## src/rtl/alu_multiciclo_if.sv

```systemverilog
// ============================================================================
// Module   : alu_multiciclo_if
// Purpose  : Start/done handshake and operand/result bus of the multi-cycle ALU.
// Revision : 1.0 - initial release
// ============================================================================
`default_nettype none

interface alu_multiciclo_if #(
  parameter int LARGURA = 16
);
  logic               inicio;
  logic [LARGURA-1:0] entrada1;
  logic [LARGURA-1:0] entrada2;
  logic [2:0]         sinal_ula;
  logic [LARGURA-1:0] saida_ula;
  logic [LARGURA-1:0] saida_hi;
  logic               zero;
  logic               overflow;
  logic               div_zero;
  logic               ocupado;
  logic               pronto;

  modport master (
    output inicio, entrada1, entrada2, sinal_ula,
    input  saida_ula, saida_hi, zero, overflow, div_zero, ocupado, pronto
  );

  modport slave (
    input  inicio, entrada1, entrada2, sinal_ula,
    output saida_ula, saida_hi, zero, overflow, div_zero, ocupado, pronto
  );
endinterface

`default_nettype wire

```

## src/rtl/alu_multiciclo.sv

```systemverilog
// ============================================================================
// Module   : alu_multiciclo
// Purpose  : EX-stage ALU with single-cycle logic/arith ops and iterative MULTU/DIVU.
// Revision : 1.0 - initial release
// ============================================================================
`default_nettype none

module alu_multiciclo #(
  parameter int LARGURA = 16
) (
  input  wire logic     clock,
  input  wire logic     reset_n,
  alu_multiciclo_if.slave bus
);

  localparam logic [1:0] OCIOSO = 2'd0;
  localparam logic [1:0] MULT   = 2'd1;
  localparam logic [1:0] DIV    = 2'd2;
  localparam logic [1:0] FIM    = 2'd3;

  localparam logic [LARGURA-1:0] c_ULTIMO = LARGURA'(LARGURA - 1);

  logic [1:0]           r_estado, w_prox;
  logic [LARGURA-1:0]   r_cnt;
  logic [LARGURA-1:0]   r_opnd;
  logic [2*LARGURA-1:0] r_acc;

  logic [LARGURA-1:0]   r_saida, r_hi;
  logic                 r_zero, r_ov, r_dz, r_pronto, r_ocupado;

  logic w_aceita, w_ld_unico, w_ini_mult, w_ini_div;
  logic w_passo_mult, w_passo_div, w_fim_mult, w_fim_div;

  logic [LARGURA-1:0] w_a, w_b, w_soma, w_dif, w_res, w_hi;
  logic               w_ov, w_dz;

  logic [LARGURA:0]     w_mult_soma;
  logic [2*LARGURA-1:0] w_acc_mult;
  logic [LARGURA:0]     w_div_desl, w_div_tent;
  logic [2*LARGURA-1:0] w_acc_div;

  assign w_a    = bus.entrada1;
  assign w_b    = bus.entrada2;
  assign w_soma = w_a + w_b;
  assign w_dif  = w_a - w_b;

  assign w_aceita = bus.inicio && ((r_estado == OCIOSO) || (r_estado == FIM));

  // Shift-add: acc = {partial high, remaining multiplier bits}.
  assign w_mult_soma = {1'b0, r_acc[2*LARGURA-1:LARGURA]}
                     + (r_acc[0] ? {1'b0, r_opnd} : {(LARGURA+1){1'b0}});
  assign w_acc_mult  = {w_mult_soma, r_acc[LARGURA-1:1]};

  // Restoring division: acc = {remainder, dividend bits shifting into quotient}.
  assign w_div_desl = {r_acc[2*LARGURA-1:LARGURA], r_acc[LARGURA-1]};
  assign w_div_tent = w_div_desl - {1'b0, r_opnd};
  assign w_acc_div  = w_div_tent[LARGURA]
                    ? {w_div_desl[LARGURA-1:0], r_acc[LARGURA-2:0], 1'b0}
                    : {w_div_tent[LARGURA-1:0], r_acc[LARGURA-2:0], 1'b1};

  always_comb begin
    w_res = '0;
    w_hi  = '0;
    w_ov  = 1'b0;
    w_dz  = 1'b0;
    case (bus.sinal_ula)
      3'b000: w_res = w_a & w_b;
      3'b001: w_res = w_a | w_b;
      3'b010: begin
        w_res = w_soma;
        w_ov  = (w_a[LARGURA-1] == w_b[LARGURA-1]) && (w_soma[LARGURA-1] != w_a[LARGURA-1]);
      end
      3'b011: begin
        w_res = w_dif;
        w_ov  = (w_a[LARGURA-1] != w_b[LARGURA-1]) && (w_dif[LARGURA-1] != w_a[LARGURA-1]);
      end
      3'b100: w_res = {{(LARGURA-1){1'b0}}, ($signed(w_a) < $signed(w_b))};
      3'b101: w_res = {{(LARGURA-1){1'b0}}, (w_a < w_b)};
      3'b111: begin
        w_res = '1;
        w_hi  = w_a;
        w_dz  = 1'b1;
      end
      default: w_res = '0;
    endcase
  end

  always_ff @(posedge clock or negedge reset_n) begin
    if (!reset_n) r_estado <= OCIOSO;
    else          r_estado <= w_prox;
  end

  always_comb begin
    w_prox = r_estado;
    case (r_estado)
      OCIOSO, FIM: begin
        if (w_aceita) begin
          case (bus.sinal_ula)
            3'b110:  w_prox = MULT;
            3'b111:  w_prox = (bus.entrada2 != '0) ? DIV : FIM;
            default: w_prox = FIM;
          endcase
        end else begin
          w_prox = OCIOSO;
        end
      end
      MULT:    w_prox = (r_cnt == c_ULTIMO) ? FIM : MULT;
      DIV:     w_prox = (r_cnt == c_ULTIMO) ? FIM : DIV;
      default: w_prox = OCIOSO;
    endcase
  end

  always_comb begin
    w_ld_unico   = w_aceita && (w_prox == FIM);
    w_ini_mult   = w_aceita && (w_prox == MULT);
    w_ini_div    = w_aceita && (w_prox == DIV);
    w_passo_mult = (r_estado == MULT);
    w_passo_div  = (r_estado == DIV);
    w_fim_mult   = w_passo_mult && (r_cnt == c_ULTIMO);
    w_fim_div    = w_passo_div  && (r_cnt == c_ULTIMO);
  end

  always_ff @(posedge clock or negedge reset_n) begin
    if (!reset_n) begin
      r_cnt     <= '0;
      r_opnd    <= '0;
      r_acc     <= '0;
      r_saida   <= '0;
      r_hi      <= '0;
      r_zero    <= 1'b1;
      r_ov      <= 1'b0;
      r_dz      <= 1'b0;
      r_pronto  <= 1'b0;
      r_ocupado <= 1'b0;
    end else begin
      r_pronto  <= (w_prox == FIM);
      r_ocupado <= (w_prox == MULT) || (w_prox == DIV);
      if (w_ini_mult) begin
        r_opnd <= bus.entrada1;
        r_acc  <= {{LARGURA{1'b0}}, bus.entrada2};
        r_cnt  <= '0;
      end else if (w_ini_div) begin
        r_opnd <= bus.entrada2;
        r_acc  <= {{LARGURA{1'b0}}, bus.entrada1};
        r_cnt  <= '0;
      end else if (w_passo_mult) begin
        r_acc <= w_acc_mult;
        r_cnt <= r_cnt + 1'b1;
      end else if (w_passo_div) begin
        r_acc <= w_acc_div;
        r_cnt <= r_cnt + 1'b1;
      end

      if (w_ld_unico) begin
        r_saida <= w_res;
        r_hi    <= w_hi;
        r_zero  <= (w_res == '0);
        r_ov    <= w_ov;
        r_dz    <= w_dz;
      end else if (w_fim_mult || w_fim_div) begin
        r_saida <= w_fim_mult ? w_acc_mult[LARGURA-1:0] : w_acc_div[LARGURA-1:0];
        r_hi    <= w_fim_mult ? w_acc_mult[2*LARGURA-1:LARGURA]
                              : w_acc_div[2*LARGURA-1:LARGURA];
        r_zero  <= w_fim_mult ? (w_acc_mult[LARGURA-1:0] == '0)
                              : (w_acc_div[LARGURA-1:0] == '0);
        r_ov    <= 1'b0;
        r_dz    <= 1'b0;
      end
    end
  end

  assign bus.saida_ula = r_saida;
  assign bus.saida_hi  = r_hi;
  assign bus.zero      = r_zero;
  assign bus.overflow  = r_ov;
  assign bus.div_zero  = r_dz;
  assign bus.pronto    = r_pronto;
  assign bus.ocupado   = r_ocupado;

endmodule

`default_nettype wire

```

## src/flat_wrapper.sv

```systemverilog
// flat-port wrapper written by rule: the top's interface ports become plain ports
module alu_multiciclo_flat 
#(
  parameter int LARGURA = 16
)
  (clock, reset_n, bus_inicio, bus_entrada1, bus_entrada2, bus_sinal_ula, bus_saida_ula, bus_saida_hi, bus_zero, bus_overflow, bus_div_zero, bus_ocupado, bus_pronto);
  alu_multiciclo_if #(.LARGURA(LARGURA)) bus_i ();
  input  wire logic clock;
  input  wire logic reset_n;
  input wire logic [$bits(bus_i.inicio)-1:0] bus_inicio;
  input wire logic [$bits(bus_i.entrada1)-1:0] bus_entrada1;
  input wire logic [$bits(bus_i.entrada2)-1:0] bus_entrada2;
  input wire logic [$bits(bus_i.sinal_ula)-1:0] bus_sinal_ula;
  output wire logic [$bits(bus_i.saida_ula)-1:0] bus_saida_ula;
  output wire logic [$bits(bus_i.saida_hi)-1:0] bus_saida_hi;
  output wire logic [$bits(bus_i.zero)-1:0] bus_zero;
  output wire logic [$bits(bus_i.overflow)-1:0] bus_overflow;
  output wire logic [$bits(bus_i.div_zero)-1:0] bus_div_zero;
  output wire logic [$bits(bus_i.ocupado)-1:0] bus_ocupado;
  output wire logic [$bits(bus_i.pronto)-1:0] bus_pronto;
  assign bus_i.inicio = bus_inicio;
  assign bus_i.entrada1 = bus_entrada1;
  assign bus_i.entrada2 = bus_entrada2;
  assign bus_i.sinal_ula = bus_sinal_ula;
  assign bus_saida_ula = bus_i.saida_ula;
  assign bus_saida_hi = bus_i.saida_hi;
  assign bus_zero = bus_i.zero;
  assign bus_overflow = bus_i.overflow;
  assign bus_div_zero = bus_i.div_zero;
  assign bus_ocupado = bus_i.ocupado;
  assign bus_pronto = bus_i.pronto;
  alu_multiciclo #(.LARGURA(LARGURA)) u_core (.clock(clock), .reset_n(reset_n), .bus(bus_i));
endmodule
```

## config.mk

```make
export PLATFORM = sky130hd
export DESIGN_NAME = alu_multiciclo_flat
export DESIGN_NICKNAME = d
export VERILOG_FILES = /design/src/rtl/alu_multiciclo_if.sv /design/src/rtl/alu_multiciclo.sv /design/src/flat_wrapper.sv
export SDC_FILE = /design/constraint.sdc
export NUM_CORES = 1
export LEC_CHECK = 0
export ABC_AREA = 1
export CORE_MARGIN = 3
export CORE_UTILIZATION = 45
export CTS_CLUSTER_SIZE = 20
export DETAILED_ROUTE_END_ITERATION = 8
export HOLD_SLACK_MARGIN = 0.03
export PLACE_DENSITY = 0.67
export SYNTH_ARGS = -nofsm -noshare
export SYNTH_HDL_FRONTEND = slang
export SYNTH_SLANG_ARGS = --single-unit
```

## constraint.sdc

```tcl
create_clock -name clock -period 4.8 [get_ports clock]
set_clock_uncertainty 0.15 [all_clocks]
set_input_delay 0.96 -clock clock [delete_from_list [all_inputs] [get_ports clock]]
set_output_delay 0.96 -clock clock [all_outputs]
set_load 0.01 [all_outputs]
```

==> key figures <==
Critical path
  • CP Max Fanout: 33
  • Crit Path Category: input pin to flip-flop
  • CP arrival: between 4000 and 5000 ps
  • CP required: about 5000 ps
  • Crit. End Element: flip-flop
  • Critical Path Start Type: input pin

Synth
  • Post-Syn Nets: ~1800
  • Share of the synthesized area in the top cell type: 0.241
  • Seq cells post-synth: a little over 100
  • Yosys warns: 0
  • Fraction of registers with async set/reset: 1.00
  • Number of enable flip-flop cells after synthesis: 0
  • Distinct cells, synth: slightly below 60
  • Predominant post-synthesis flop cell: dfrtp_1
  • Top cells by area, synth: dfrtp_1, nand2_1, ha_1
  • Post-synthesis cell area: ~11000 um^2
  • Post-Syn Area per Cell: 6.52 um^2
  • Sequential fraction of the synthesis area: 0.244
  • Area leader, netlist: dfrtp_1
  • Post-Synthesis Cells: about 1600

Clock tree
  • Cts bufs inserted: 9
  • Clock Path Buffers: 2
  • Clock slew at reported path FFs: around 80 ps
  • Clock latency on the worst-skew pair: 360 ps
  • H-tree levels: 3
  • Post-CTS Resized: 0
  • Clock root buffer: clkbuf_16
  • Post-CTS Setup Bufs: 0
  • CTS tree: done
  • CTS Hold Buffers Added: 0
  • TritonCTS Sinks: 103

STA
  • Final setup fails: 0
  • Period utilisation layout: 0.884
  • Worst Tran Pin Value: between 900 and 1000 ps
  • RSZ-0062 raised after global routing: false
  • Final Hold Fails: 0
  • Pins Over Slew Limit: 0
  • Fmax: approximately 240 MHz
  • Crit path time final: around 4200 ps
  • Rel. slew slack: 0.359
  • Setup TNS: 0 ps

Power
  • Psw: about 660 uW
  • Cell Pwr Density: between 150 and 200 nW/um^2
  • Switching share of power: 0.328
  • Int Pwr: about 1400 uW
  • Logic pwr share: 0.207
  • VDD IR max: ~0.00014 V
  • Clock Power Share: 0.365
  • P_leak: roughly 0.0061 uW
  • Part of the power in registers: 0.429

Routing
  • DRT Pass-1 Iters: 7
  • Iter 0 DRT Violations: 1042
  • Routed length on met1: approximately 17000 um
  • Top layer in use: met5
  • Vias per cell: between 5 and 6
  • Via count: about 11000
  • Final ANT Viol Nets: 0
  • DRC: 0
  • WL final: between 30000 and 40000 um
  • Met3 WL: around 2100 um
  • Avg WL per Cell: about 19 um
  • Routed wl met2: around 18000 um

GRT
  • First-pass GRT wire length: 59200 um
  • Vias in the first global route: around 11000
  • Largest net degree at the start of global routing: 71
  • Initial antenna violation count: 1
  • Total GRT Usage: 0.292
  • Total global routing overflow: 0

Final layout
  • Seq. cell area: about 2600 um^2
  • Nets@finish: approximately 1800
  • FILL cells: 2400
  • Multi-input logic area: between 6000 and 7000 um^2
  • Layout cells sized above 1: 0.0647
  • Post-route design area: around 12000 um^2
  • ANT cells: 0
  • Area growth syn-to-layout: 11.2%
  • Final core utilization: 0.515

Run status
  • Status: finished clean

Placed design
  • Routability cong.: roughly 0.94
  • Placement Cell Area: around 11000 um^2
  • PortBufs: 74
  • DP HPWL: approximately 30000 um

Run
  • Max Cap Viol: 0

Die
  • Die Y: around 160 um
  • Die width: between 150 and 200 um
  • Num ports: 75
  • Core ar.: ~23000 um^2
  • Die area: 25400 um^2
  • Starting Density: 0.463
  • FP Rows: 55

Hold path
  • Hold WC Path Type: flip-flop to flip-flop
[cells in the mapped netlist, drive strengths merged, types with 2 or more instances]
cell / count
nand4: 27
clkbuf: 25
xor2: 14
dfrtp: 102
o31ai: 2
nand3b: 6
nor4: 9
inv: 227
or2: 6
a211oi: 3
clkinv: 3
o21bai: 8
fa: 4
and2: 2
nand3: 140
o221ai: 2
o21ai: 154
nor2: 134
xnor2: 7
nor3: 18
ha: 88
o211ai: 46
a21o: 8
a21oi: 129
o22ai: 6
buf: 37
a31oi: 5
nand2: 403
[per-stage QoR]
stage / setup slack (ps) / hold slack (ps) / instances / total power [uW]
6_report: 558 / 330 / 1982 / 2020
5_1_grt: 248 / 337 / 1982 / 2110
4_1_cts: 585 / 328 / 1982 / 2030
3_5_place_dp: 190 / 310 / 1966 / 1290
3_3_place_gp: 269 / 306 / 1966 / 1290
2_1_floorplan: 1810 / 290 / 1624 / 1130
[critical path, stage by stage]
cell,delay [ps]
clkdlybuf4s50_1,640
nand2_1,130
nor2_2,210
a21oi_1,140
a21oi_1,180
inv_1,110
ha_1,200
inv_1,60
nor2_2,70
buf_4,190
nor2_4,660
clkinv_4,430
o221ai_1,290
inv_1,50
[per-layer routing]
layer | GRT usage | vias up
met4 | 0.0943 | 2
met2 | 0.490 | 363
li1 | - | 5453
met3 | 0.0317 | 74
met1 | 0.394 | 5248
met5 | 0 | -
[kinds of logic after synthesis]
group | synth area share
AO/OA/AOI/OAI | 0.198
adder cells (fa/ha/maj) | 0.112
flip-flops | 0.244
XOR/XNOR | 0.0174
multiplexers | 0.000946
buffers and inverters | 0.117
AND/OR/NAND/NOR | 0.312
[power by group through the flow]
stage               Combinational, uW  Clock (uW)  Sequential (uW)
floorplan                         245           0              884
global placement                  409           0              884
detailed placement                410           0              884
CTS                               412         750              867
global route                      458         786              867
finish                            418         737              867
[cells in the final DEF (no fill, tap or decap), types with 3 or more instances in the layout]
| cell | n |
|---|---|
| nand4_1 | 27 |
| o211ai_1 | 46 |
| dfrtp_1 | 102 |
| nand2_2 | 12 |
| nand3_1 | 137 |
| o21ai_1 | 40 |
| a31oi_1 | 5 |
| nor4_1 | 8 |
| fa_1 | 4 |
| nor2_1 | 116 |
| clkinv_4 | 3 |
| o21bai_1 | 8 |
| o22ai_1 | 6 |
| a21o_1 | 8 |
| ha_1 | 87 |
| xor2_1 | 14 |
| nand3_2 | 3 |
| buf_4 | 17 |
| clkdlybuf4s50_1 | 73 |
| a21oi_1 | 126 |
| nor3_1 | 16 |
| xnor2_1 | 7 |
| nand2_1 | 390 |
| or2_2 | 3 |
| nor2_4 | 3 |
| nor2_2 | 13 |
| inv_1 | 206 |
| inv_2 | 21 |
| clkbuf_16 | 9 |
| a21oi_2 | 3 |
| nand3b_1 | 6 |
| o21ai_0 | 112 |
[flip-flops by register name (all words and copies together), names as in the netlist]
signal and count:
u_core.r_acc 32, u_core.bus.pronto 1, u_core.bus.ocupado 1, u_core.bus.saida_hi 16, u_core.r_opnd 16, u_core.bus.saida_ula 16
u_core.bus.overflow 1, u_core.r_estado 2, u_core.r_cnt 16, u_core.bus.zero 1, u_core.bus.div_zero 1
[worst paths after layout]
kind / start / endpoint / slack, ps / cells after the start
hold / removal: u_core.r_cnt[15] / u_core.r_cnt[15] / 330 / 1
hold reg to reg: u_core.r_cnt[15] / u_core.r_cnt[15] / 330 / 1
setup reg to reg: u_core.r_estado[0] / u_core.bus.saida_ula[5] / 800 / 14
min in group asynchronous: reset_n / u_core.bus.saida_ula[2] / 570 / 1
max in group asynchronous: reset_n / u_core.r_acc[20] / 3020 / 2
setup / recovery: bus_sinal_ula[1] / u_core.bus.saida_ula[5] / 560 / 14
[layout make-up]
cell class,instances,area share
sequential,103,0.219
multi-input combinational,1229,0.575
tap,313,0.0333
inverter,230,0.0737
clock buffer,9,0.0191
timing repair buffer,91,0.0746
clock inverter,7,0.00531
Power figures use the tool's default switching activity.
